--- src/rtl/gray_ctrl_if.sv ---
// ============================================================================
// gray_ctrl_if : job request/ack and counter pin bundle for gray_ctrl
// Optional Hold signal under GRAY_CTRL_HOLD_EN.  Rev 1.0
// ============================================================================
`default_nettype none

interface gray_ctrl_if;
  logic       Req_A;
  logic       Req_B;
  logic [3:0] Steps_A;
  logic [3:0] Steps_B;
  logic       Ack_A;
  logic       Ack_B;
  logic       Done_A;
  logic       Done_B;
  logic       Wrap;
  logic       Busy;
  logic       Cnt_En;
  logic       Cnt_Reset;
  logic [2:0] Cnt_Value;
`ifdef GRAY_CTRL_HOLD_EN
  logic       Hold;

  modport master (
    output Req_A, Req_B, Steps_A, Steps_B, Cnt_Value, Hold,
    input  Ack_A, Ack_B, Done_A, Done_B, Wrap, Busy, Cnt_En, Cnt_Reset
  );
  modport slave (
    input  Req_A, Req_B, Steps_A, Steps_B, Cnt_Value, Hold,
    output Ack_A, Ack_B, Done_A, Done_B, Wrap, Busy, Cnt_En, Cnt_Reset
  );
`else
  modport master (
    output Req_A, Req_B, Steps_A, Steps_B, Cnt_Value,
    input  Ack_A, Ack_B, Done_A, Done_B, Wrap, Busy, Cnt_En, Cnt_Reset
  );
  modport slave (
    input  Req_A, Req_B, Steps_A, Steps_B, Cnt_Value,
    output Ack_A, Ack_B, Done_A, Done_B, Wrap, Busy, Cnt_En, Cnt_Reset
  );
`endif
endinterface

`default_nettype wire

--- src/rtl/gray_ctrl.sv ---
// ============================================================================
// gray_ctrl : round-robin two-requester run/clear sequencer for a 3-bit Gray
// counter; optional RUN stall via GRAY_CTRL_HOLD_EN.  Rev 1.0
// ============================================================================
`default_nettype none

module gray_ctrl (
  input  wire logic  Clk,
  input  wire logic  Reset,
  gray_ctrl_if.slave bus
);

  localparam logic [1:0] S_IDLE  = 2'd0;
  localparam logic [1:0] S_RUN   = 2'd1;
  localparam logic [1:0] S_CLEAR = 2'd2;
  localparam logic [1:0] S_DONE  = 2'd3;
  localparam logic [2:0] WRAP_CODE = 3'b100;

  logic [1:0] state;
  logic [1:0] state_nxt;
  logic [3:0] remaining;
  logic       owner_b;
  logic       last_b;
  logic       wrap_flag;
  logic       ack_a;
  logic       ack_b;
  logic       hold;
  logic       req_any;
  logic       grant_b;
  logic [3:0] grant_steps;

`ifdef GRAY_CTRL_HOLD_EN
  assign hold = bus.Hold;
`else
  assign hold = 1'b0;
`endif

  // On a tie, B wins only if A was the last one granted.
  assign req_any     = bus.Req_A | bus.Req_B;
  assign grant_b     = bus.Req_B & (~bus.Req_A | ~last_b);
  assign grant_steps = grant_b ? bus.Steps_B : bus.Steps_A;

  always_ff @(posedge Clk) begin
    if (Reset) begin
      state <= S_IDLE;
    end else begin
      state <= state_nxt;
    end
  end

  always_comb begin
    state_nxt = state;
    case (state)
      S_IDLE: begin
        if (req_any) begin
          state_nxt = (grant_steps != 4'd0) ? S_RUN : S_CLEAR;
        end
      end
      S_RUN: begin
        if (!hold && remaining == 4'd1) begin
          state_nxt = S_DONE;
        end
      end
      S_CLEAR: state_nxt = S_DONE;
      S_DONE:  state_nxt = S_IDLE;
      default: state_nxt = S_IDLE;
    endcase
  end

  always_ff @(posedge Clk) begin
    if (Reset) begin
      remaining <= 4'd0;
      owner_b   <= 1'b0;
      last_b    <= 1'b1;
      wrap_flag <= 1'b0;
      ack_a     <= 1'b0;
      ack_b     <= 1'b0;
    end else begin
      ack_a <= 1'b0;
      ack_b <= 1'b0;
      if (state == S_IDLE && req_any) begin
        owner_b   <= grant_b;
        last_b    <= grant_b;
        remaining <= grant_steps;
        wrap_flag <= 1'b0;
        ack_a     <= ~grant_b;
        ack_b     <= grant_b;
      end
      if (state == S_RUN && !hold) begin
        remaining <= remaining - 4'd1;
        if (bus.Cnt_Value == WRAP_CODE) begin
          wrap_flag <= 1'b1;
        end
      end
    end
  end

  always_comb begin
    bus.Ack_A     = ack_a;
    bus.Ack_B     = ack_b;
    bus.Done_A    = (state == S_DONE) & ~owner_b;
    bus.Done_B    = (state == S_DONE) & owner_b;
    bus.Wrap      = (state == S_DONE) & wrap_flag;
    bus.Busy      = (state != S_IDLE);
    bus.Cnt_En    = (state == S_RUN) & ~hold;
    bus.Cnt_Reset = Reset | (state == S_CLEAR);
  end

endmodule

`default_nettype wire
--- src/flat_wrapper.sv ---
// flat-port wrapper written by rule: the top's interface ports become plain ports
module gray_ctrl_flat 
  (Clk, Reset, bus_Req_A, bus_Req_B, bus_Steps_A, bus_Steps_B, bus_Cnt_Value, bus_Ack_A, bus_Ack_B, bus_Done_A, bus_Done_B, bus_Wrap, bus_Busy, bus_Cnt_En, bus_Cnt_Reset);
  gray_ctrl_if bus_i ();
  input  wire logic Clk;
  input  wire logic Reset;
  input wire logic [$bits(bus_i.Req_A)-1:0] bus_Req_A;
  input wire logic [$bits(bus_i.Req_B)-1:0] bus_Req_B;
  input wire logic [$bits(bus_i.Steps_A)-1:0] bus_Steps_A;
  input wire logic [$bits(bus_i.Steps_B)-1:0] bus_Steps_B;
  input wire logic [$bits(bus_i.Cnt_Value)-1:0] bus_Cnt_Value;
  output wire logic [$bits(bus_i.Ack_A)-1:0] bus_Ack_A;
  output wire logic [$bits(bus_i.Ack_B)-1:0] bus_Ack_B;
  output wire logic [$bits(bus_i.Done_A)-1:0] bus_Done_A;
  output wire logic [$bits(bus_i.Done_B)-1:0] bus_Done_B;
  output wire logic [$bits(bus_i.Wrap)-1:0] bus_Wrap;
  output wire logic [$bits(bus_i.Busy)-1:0] bus_Busy;
  output wire logic [$bits(bus_i.Cnt_En)-1:0] bus_Cnt_En;
  output wire logic [$bits(bus_i.Cnt_Reset)-1:0] bus_Cnt_Reset;
  assign bus_i.Req_A = bus_Req_A;
  assign bus_i.Req_B = bus_Req_B;
  assign bus_i.Steps_A = bus_Steps_A;
  assign bus_i.Steps_B = bus_Steps_B;
  assign bus_i.Cnt_Value = bus_Cnt_Value;
  assign bus_Ack_A = bus_i.Ack_A;
  assign bus_Ack_B = bus_i.Ack_B;
  assign bus_Done_A = bus_i.Done_A;
  assign bus_Done_B = bus_i.Done_B;
  assign bus_Wrap = bus_i.Wrap;
  assign bus_Busy = bus_i.Busy;
  assign bus_Cnt_En = bus_i.Cnt_En;
  assign bus_Cnt_Reset = bus_i.Cnt_Reset;
  gray_ctrl u_core (.Clk(Clk), .Reset(Reset), .bus(bus_i));
endmodule
--- config.mk ---
export PLATFORM = sky130hd
export DESIGN_NAME = gray_ctrl_flat
export DESIGN_NICKNAME = d
export VERILOG_FILES = /design/src/rtl/gray_ctrl_if.sv /design/src/rtl/gray_ctrl.sv /design/src/flat_wrapper.sv
export SDC_FILE = /design/constraint.sdc
export NUM_CORES = 1
export LEC_CHECK = 0
export CAP_MARGIN = 20
export CORE_MARGIN = 2
export CORE_UTILIZATION = 42
export CTS_BUF_LIST = sky130_fd_sc_hd__clkbuf_8
export DETAILED_ROUTE_END_ITERATION = 16
export PLACE_DENSITY_LB_ADDON = 0.2
export SYNTH_ARGS = -nofsm -noshare
export SYNTH_HDL_FRONTEND = slang
export SYNTH_SLANG_ARGS = --single-unit
--- constraint.sdc ---
create_clock -name Clk -period 1.5 [get_ports Clk]
set_input_delay 0.15 -clock Clk [delete_from_list [all_inputs] [get_ports Clk]]
set_output_delay 0.15 -clock Clk [all_outputs]
set_load 0.02 [all_outputs]
== After elaboration in Yosys (flattened, before gate mapping) ==
Index checks and enable logic that the tools add are counted.
Word-level totals
  register bits: 11
  input port bits: 15
  output and inout bits: 8
  logic and storage cells: 44
Operators by class
  add/sub/neg operators: 1
  eq/ne operators: 7
  mux-type cells: 10
  bitwise logic cells: 12
  reduce and logical (&&, ||, !) cells: 7
Operator list (number)
  $mux 4: 3
  $pmux 2 s4: 1
  $mux 2: 3
  $not 1->1: 5
  $and 1x1->1: 4
  $eq 2x2->1 const B: 2
  $eq 4x1->1 const B: 1
  $ne 2x1->1 const B: 2
  $reduce_bool 2->1: 2
  $reduce_bool 4->1: 1
  $sub 4x1->4 const B: 1
  $eq 3x3->1 const B: 1
  $mux 1: 3
  $or 1x1->1: 3
  $eq 2x1->1 const B: 1
  $logic_not 2->1: 1
  $reduce_and 2->1: 1
  $reduce_or 2->1: 1
  $logic_and 1x1->1: 1

== Longest topological paths before layout ==
Gate-level depths: netlist of the first run.
  depth after elaboration: 8
  gate-level depth with buffers: 6
  mapped depth without buffers: 6

== Least setup slack after synthesis of the first run ==
No wires, ideal clock.
  kind: reg-to-reg
  start: register u_core.remaining[1]
  end: register u_core.state[0]
  setup time: 0.116 ns
  arrival: 1.421 ns
  required time: 1.384 ns
  path slack: -0.037 ns
  cell stages (with the launch flop): 7
  path buffers: 0
  period minus slack after synthesis: 1.537 ns
  cells stage by stage: dfxtp_1 > inv_1 > ha_1 > or3b_2 > a22oi_1 > nor3_1 > a31o_2
On the way
  word-level cells in the longest chain between the ends: 3
RTL lines
  start: declaration: RTL line gray_ctrl.sv:21  | logic [3:0] remaining;
  start signal: assignment: RTL line gray_ctrl.sv:84  | remaining <= grant_steps;
  start signal: assignment: RTL line gray_ctrl.sv:90  | remaining <= remaining - 4'd1;
  $eq 4x1->1: RTL line gray_ctrl.sv:60  | if (!hold && remaining == 4'd1) begin
  $ne 2x1->1 (no source line)
  $reduce_and 2->1 (no source line)
  end signal: assignment: RTL line gray_ctrl.sv:47  | state <= state_nxt;
  end: declaration: RTL line gray_ctrl.sv:19  | logic [1:0] state;
No other way between the ends.
A chain may end at the register's enable or synchronous reset.

== Final worst setup path of the first run ==
  start: register u_core.state[0]
  end: output bus_Wrap
On the way
  word-level cells in the longest chain between the ends: 2
RTL lines
  $eq 2x2->1: RTL line gray_ctrl.sv:103  | bus.Wrap = (state == S_DONE) & wrap_flag;
  $and 1x1->1: RTL line gray_ctrl.sv:103
  end: declaration: RTL line flat_wrapper.sv:16  | output wire logic [$bits(bus_i.Wrap)-1:0] bus_Wrap;
No other way between the ends.

==> impl_metrics.yaml, run 1 <==
cells_and_area:
  area_growth_pct: 60.4
  diodes: 0
  fill_cells: 124
  final_area_sq_um: 1120
  nets: 145
  fin_util_pct: 73.2
  layout_common_cells: "buf_4, clkdlybuf4s50_1, dfxtp_1"
  drive_above_1_share_pct: 32.0
  final_common_cell: "buf_4"
  finalNonFillerCells: 138
grt:
  grt_max_degree: 10
  grt_usage_pct: 21.0
  met2_usage_pct: 37.7
  busiest_layer: "met2"
  met1_usage_pct: 24.3
  grt_pass1_wl_mm: 3.01
  overflow: 0
  grt_antenna_before_repair: 0
  grt_pass1_vias: 726
  met3_usage_pct: 3.60
synthesis:
  ys_warn_count: 0
  avgSynthCellArea_sq_um: 8.70
  ys_seq_area_share_pct: 31.7
  synth.largest_area_cell: "dfxtp_1"
  ys_ff_latch: 11
  synth_top_cells_by_area: "dfxtp_1, ha_1, mux2i_1, inv_1, a31oi_1"
  syn_area_sq_um: 696
  syn_inst: 80
  yosysTopAreaCellShare_pct: 31.7
  synth_nets: 102
  ys_types: 31
setup_path:
  worst-r2r-setup-slack_ps: 70
  crit_type: "register to output port"
  required_ps: 1350
  cp-start-kind: "register"
  crit_path_end_kind: "output port"
  worstPathArrival_ps: 1300
  cp_max_fo: 3
cts:
  cts.path.max_buffers: 2
  cts-buffers-inserted: 3
  clkLatencyLatePin_ps: 230
  clock_sinks: 11
  hold_buffers: 0
  htreeDepth: 1
  cts_tree: "built"
  cts-root-buf: "clkbuf_8"
  clk_pin_slew_ps: 50
floorplan:
  start_util_pct: 45.6
  num_rows: 14
  die_y_um: 44.7
  die_x_um: 44.7
  io_pins: 23
  coreArea_sq_um: 1520
  die-area_sq_um: 2000
pwr:
  intPower_w: 0.00124
  pwr-share-clk_pct: 14.8
  vdd_drop_max_mv: 1.13
  sequentialPowerShare_pct: 23.6
  p_sw_w: 0.000778
  swShare_pct: 38.6
  combinationalPowerShare_pct: 61.6
  p_leak_nw: 0.496
  p_per_area_nw_per_um2: 1810
  power_w: 0.00202
sta:
  rsz0062_at_grt: "no"
  fmax_mhz: 691
  slew_headroom_pct: 74.4
  finalCritPeriodShare_pct: 96.5
  hold_viol_final: 0
  layout_min_cycle_time_ps: 1450
  worstMarginPinSlew_ps: 380
  final-setup-viol-count: 0
  slew_violations: 0
  skew_ps: 2.32
  holdWs_ps: 524
place:
  dp_cells: 133
  dp_hpwl_mm: 1.44
  gp_congestion: 0.849
  port_buffers: 22
  place_area_sq_um: 1060
drt:
  drt_iter0_markers: 10
  postRouteAntennaNets: 0
  first_pass_iters: 4
  route.detailed.drc: 0
  avgRoutedWirePerCell_um: 13.5
  num_vias: 730
  viasPerCell: 5.29
  routed_wl_mm: 1.86
worst_hold_path:
  min_path_type: "register to register"
run:
  max_cap_violations: 0
outcome:
  status: "completed"
cells by family (layout without fill, tap and decap cells):
group / Yosys count / after routing / synth area share, %
AO/OA/AOI/OAI: 19 / 19 / 19.4
adder cells (fa/ha/maj): 7 / 7 / 12.6
buffers and inverters: 9 / 51 / 5.04
flip-flops: 11 / 11 / 31.7
AND/OR/NAND/NOR: 28 / 28 / 22.5
multiplexers: 6 / 6 / 8.81
power by group through the flow:
stage | Clock [W] | Sequential, W | Combinational [W]
after floorplan | 0 | 0.000479 | 0.000655
after CTS | 0.000303 | 0.000470 | 0.00120
after global placement | 0 | 0.000469 | 0.00118
after detailed placement | 0 | 0.000475 | 0.00121
after global routing | 0.000322 | 0.000494 | 0.00137
final | 0.000298 | 0.000477 | 0.00124
flip-flops by register name (all words and copies together), names as in the netlist:
name	count
u_core.bus.Ack_A	1
u_core.bus.Ack_B	1
u_core.wrap_flag	1
u_core.state	2
u_core.last_b	1
u_core.owner_b	1
u_core.remaining	4
Yosys cell counts (all sizes together):
library cell  number
nand2              4
mux2i              5
and4b              1
a21oi              4
nand3b             1
o32a               1
nor3               4
nor2b              1
clkbuf             1
o21a               1
or2                1
nand2b             2
inv                7
a21boi             1
mux2               1
buf                1
a31o               2
or3                3
and3               2
and2               2
a32oi              1
a31oi              4
o21ai              4
nor2               5
a22oi              1
ha                 7
nor4               1
dfxtp             11
or3b               1
critical path, stage by stage (launching register included):
cell	delay, ps
dfxtp_1	300
buf_4	130
ha_1	210
and2_1	140
clkdlybuf4s15_1	280
cell type report:
cell class                      count  area (sq um)  share of cell area (%)
Clock buffer                        3          41.3                    3.70
Clock inverter                      1          5.00                   0.448
Inverter                            7          26.3                    2.35
Multi-Input combinational cell     60           463                    41.5
Sequential cell                    11           221                    19.8
Tap cell                           16          20.0                    1.79
Timing Repair Buffer               40           339                    30.4
path summary, 6_finish.rpt:
| kind | from | depth (start not counted) | end |
|---|---|---|---|
| max | u_core.state[0] | 4 | bus_Wrap |
| min | u_core.wrap_flag | 2 | u_core.wrap_flag |
| max reg2reg | u_core.remaining[0] | 5 | u_core.state[0] |
| min reg2reg | u_core.wrap_flag | 2 | u_core.wrap_flag |
timing repair:
item | 4_1_cts | 5_1_grt
setup buffers | 0 | 1
pin swaps | 1 | 2
gates resized for setup | 9 | 14
setup endpoints to repair | 8 | 14
through the flow:
| stage | TNS [ps] | worst slack [ps] |
|---|---|---|
| 3_5_place_dp | -587 | -150 |
| 4_1_cts | 0 | 1.78 |
| 2_1_floorplan | 0 | 22.0 |
| 5_1_grt | 0 | 8.21 |
| 3_3_place_gp | -263 | -110 |
| 6_report | 0 | 52.5 |
metal layers:
layer / wire length, um / up-vias / part of all wire, %
met1: 853 / 341 / 46
met4: 15 / 0 / 0.81
met3: 63 / 2 / 3.4
li1: - / 369 / -
met2: 931 / 18 / 50
met5: 0 / - / 0
(Power assumes the default switching activity.)
==> inputs of run 2 (changes only) <==
--- a/config.mk
+++ b/config.mk
@@ -7,4 +7,5 @@
 export LEC_CHECK = 0
 export CAP_MARGIN = 20
+export CORE_ASPECT_RATIO = 0.8
 export CORE_MARGIN = 2
 export CORE_UTILIZATION = 42
==> constraint.sdc (replaced) <==
create_clock -name Clk -period 1.5 [get_ports Clk]
set_input_delay 0.15 -clock Clk [delete_from_list [all_inputs] [get_ports Clk]]
set_output_delay 0.15 -clock Clk [all_outputs]
set_load 0.1 [all_outputs]
==> impl_metrics.yaml, run 2 (same netlist as run 1, synthesis figures left out) <==
outcome:
  status: "completed"
drt:
  postRouteAntennaNets: 0
  viasPerCell: 5.24
  route.detailed.drc: 0
  first_pass_iters: 4
  routed_wl_mm: 1.91
  avgRoutedWirePerCell_um: 13.6
  num_vias: 734
  drt_iter0_markers: 5
sta:
  skew_ps: 3.80
  hold_viol_final: 0
  fmax_mhz: 682
  slew_headroom_pct: 79.7
  slew_violations: 0
  finalCritPeriodShare_pct: 97.7
  fin_setup_tns_ps: 0
  layout_min_cycle_time_ps: 1470
  final-setup-viol-count: 0
  worstMarginPinSlew_ps: 305
  rsz0062_at_grt: "yes"
setup_path:
  cp_slowest_cell: "dfxtp_2"
  worstPathArrival_ps: 1320
  cp-start-kind: "register"
  cp_max_fo: 3
  crit_type: "register to output port"
  crit_path_end_kind: "output port"
  required_ps: 1350
  slowest_delay_ps: 320
  path_cells: "inv_1 -> buf_4 -> ha_1 -> or2_4 -> buf_12"
  rr_worst_depth: 6
floorplan:
  start_util_pct: 43.6
  die-area_sq_um: 2000
  die_x_um: 49.5
  coreArea_sq_um: 1590
  num_rows: 13
  die_y_um: 40.4
  io_pins: 23
worst_hold_path:
  hold_depth: 2
  min_path_type: "register to register"
grt:
  busiest_layer: "met2"
  met1_usage_pct: 22.9
  met3_usage_pct: 3.36
  grt_pass1_vias: 714
  grt_pass1_wl_mm: 3.00
  grt_antenna_before_repair: 0
  overflow: 0
  grt_max_degree: 15
  grt_usage_pct: 20.5
  met2_usage_pct: 39.5
cells_and_area:
  area_growth_pct: 73.0
  largest_reg_flops: 4
  diodes: 0
  reg_top3: "u_core.remaining x4, u_core.state x2"
  fill_cells: 121
  seq_area_sq_um: 223
  regMostFlops: "u_core.remaining"
  layout_common_cells: "clkdlybuf4s50_1, buf_4, dfxtp_1"
  multi_input_area_sq_um: 477
  drive_above_1_share_pct: 33.9
  nets: 141
cts:
  cts-buffers-inserted: 3
  clock_sinks: 11
  clk_pin_slew_ps: 50
  cts.path.max_buffers: 2
  htreeDepth: 1
  cts-root-buf: "clkbuf_8"
  clkLatencyLatePin_ps: 230
  cts_tree: "built"
place:
  port_buffers: 22
  gp_congestion: 0.855
  dp_hpwl_mm: 1.48
pwr:
  p_leak_nw: 0.512
  p_per_area_nw_per_um2: 2100
  vdd_drop_max_mv: 1.33
  power_w: 0.00253
run:
  max_cap_violations: 0
[run 2: cell types whose count changed in the layout (fill, tap and decap cells not counted), moves of 2 or more]
cell / delta
clkdlybuf4s15_1: -2
clkdlybuf4s50_1: -2
clkbuf_2: -2
buf_12: +8
buf_4: -4
[run 2: critical path, delay by kind of cell (launching register included)]
kind,cells,cell delay [ps]
buffers and inverters,3,350
adders and majority gates,1,180
and+or+nand+nor,1,230
DFF,1,320
[run 2: per-stage QoR]
stage	hold slack (ps)	utilization (%)	setup WS, ps	instances	area [sq um]
3_3_place_gp	466	71.4	-113	135	1140
2_1_floorplan	322	-	-1.60	80	722
4_1_cts	498	74.5	0.639	139	1190
5_1_grt	536	75.5	-5.91	140	1200
3_5_place_dp	476	71.4	-160	135	1140
6_report	505	75.5	34.3	140	1200
[run 2: where the power goes]
group	total (W)	internal [W]	switching [W]	leakage (nW)
clock	0.000291	0.000180	0.000112	0.0269
sequential	0.000489	0.000406	0.0000829	0.0913
combinational	0.00175	0.000777	0.000970	0.393
total	0.00253	0.00136	0.00116	0.511
[run 2: final timing paths]
check	startpoint	end	slack [ps]
worst max register to register	u_core.remaining[1]	u_core.state[0]	50
worst min-delay path	u_core.remaining[2]	u_core.remaining[2]	510
worst max-delay path	u_core.state[0]	bus_Cnt_Reset	30
worst min register to register	u_core.remaining[2]	u_core.remaining[2]	510
[run 2: final cells by class]
| cell class | count | area share, % |
|---|---|---|
| multi-input cells | 60 | 39.6 |
| clock buffers | 3 | 3.43 |
| repair buffers | 36 | 33.7 |
| flip-flops and latches | 11 | 18.5 |
| inverters | 7 | 2.18 |
| clock inverters | 1 | 0.312 |
| well taps | 22 | 2.29 |
[run 2: per-layer routing]
layer  share of wire (%)  vias up  routed length (um)
met2                  50       29                 954
met5                   0        -                   0
met3                 6.2        2                 119
li1                    -      363                   -
met4                0.63        0                  12
met1                  43      340                 819
[run 2: repair_timing]
item                       in CTS  in global routing
gates resized for setup         2                  6
hold buffers                    0                  0
buffers inserted                0                  1
setup endpoints to repair       3                  5
pin swaps                       1                  1
==> inputs of run 3 (changes only) <==
Settings changed: CTS_CLUSTER_SIZE set to 28.
==> results of run 3 <==
The final DEF is identical to that of run 2; final timing and power are the same.
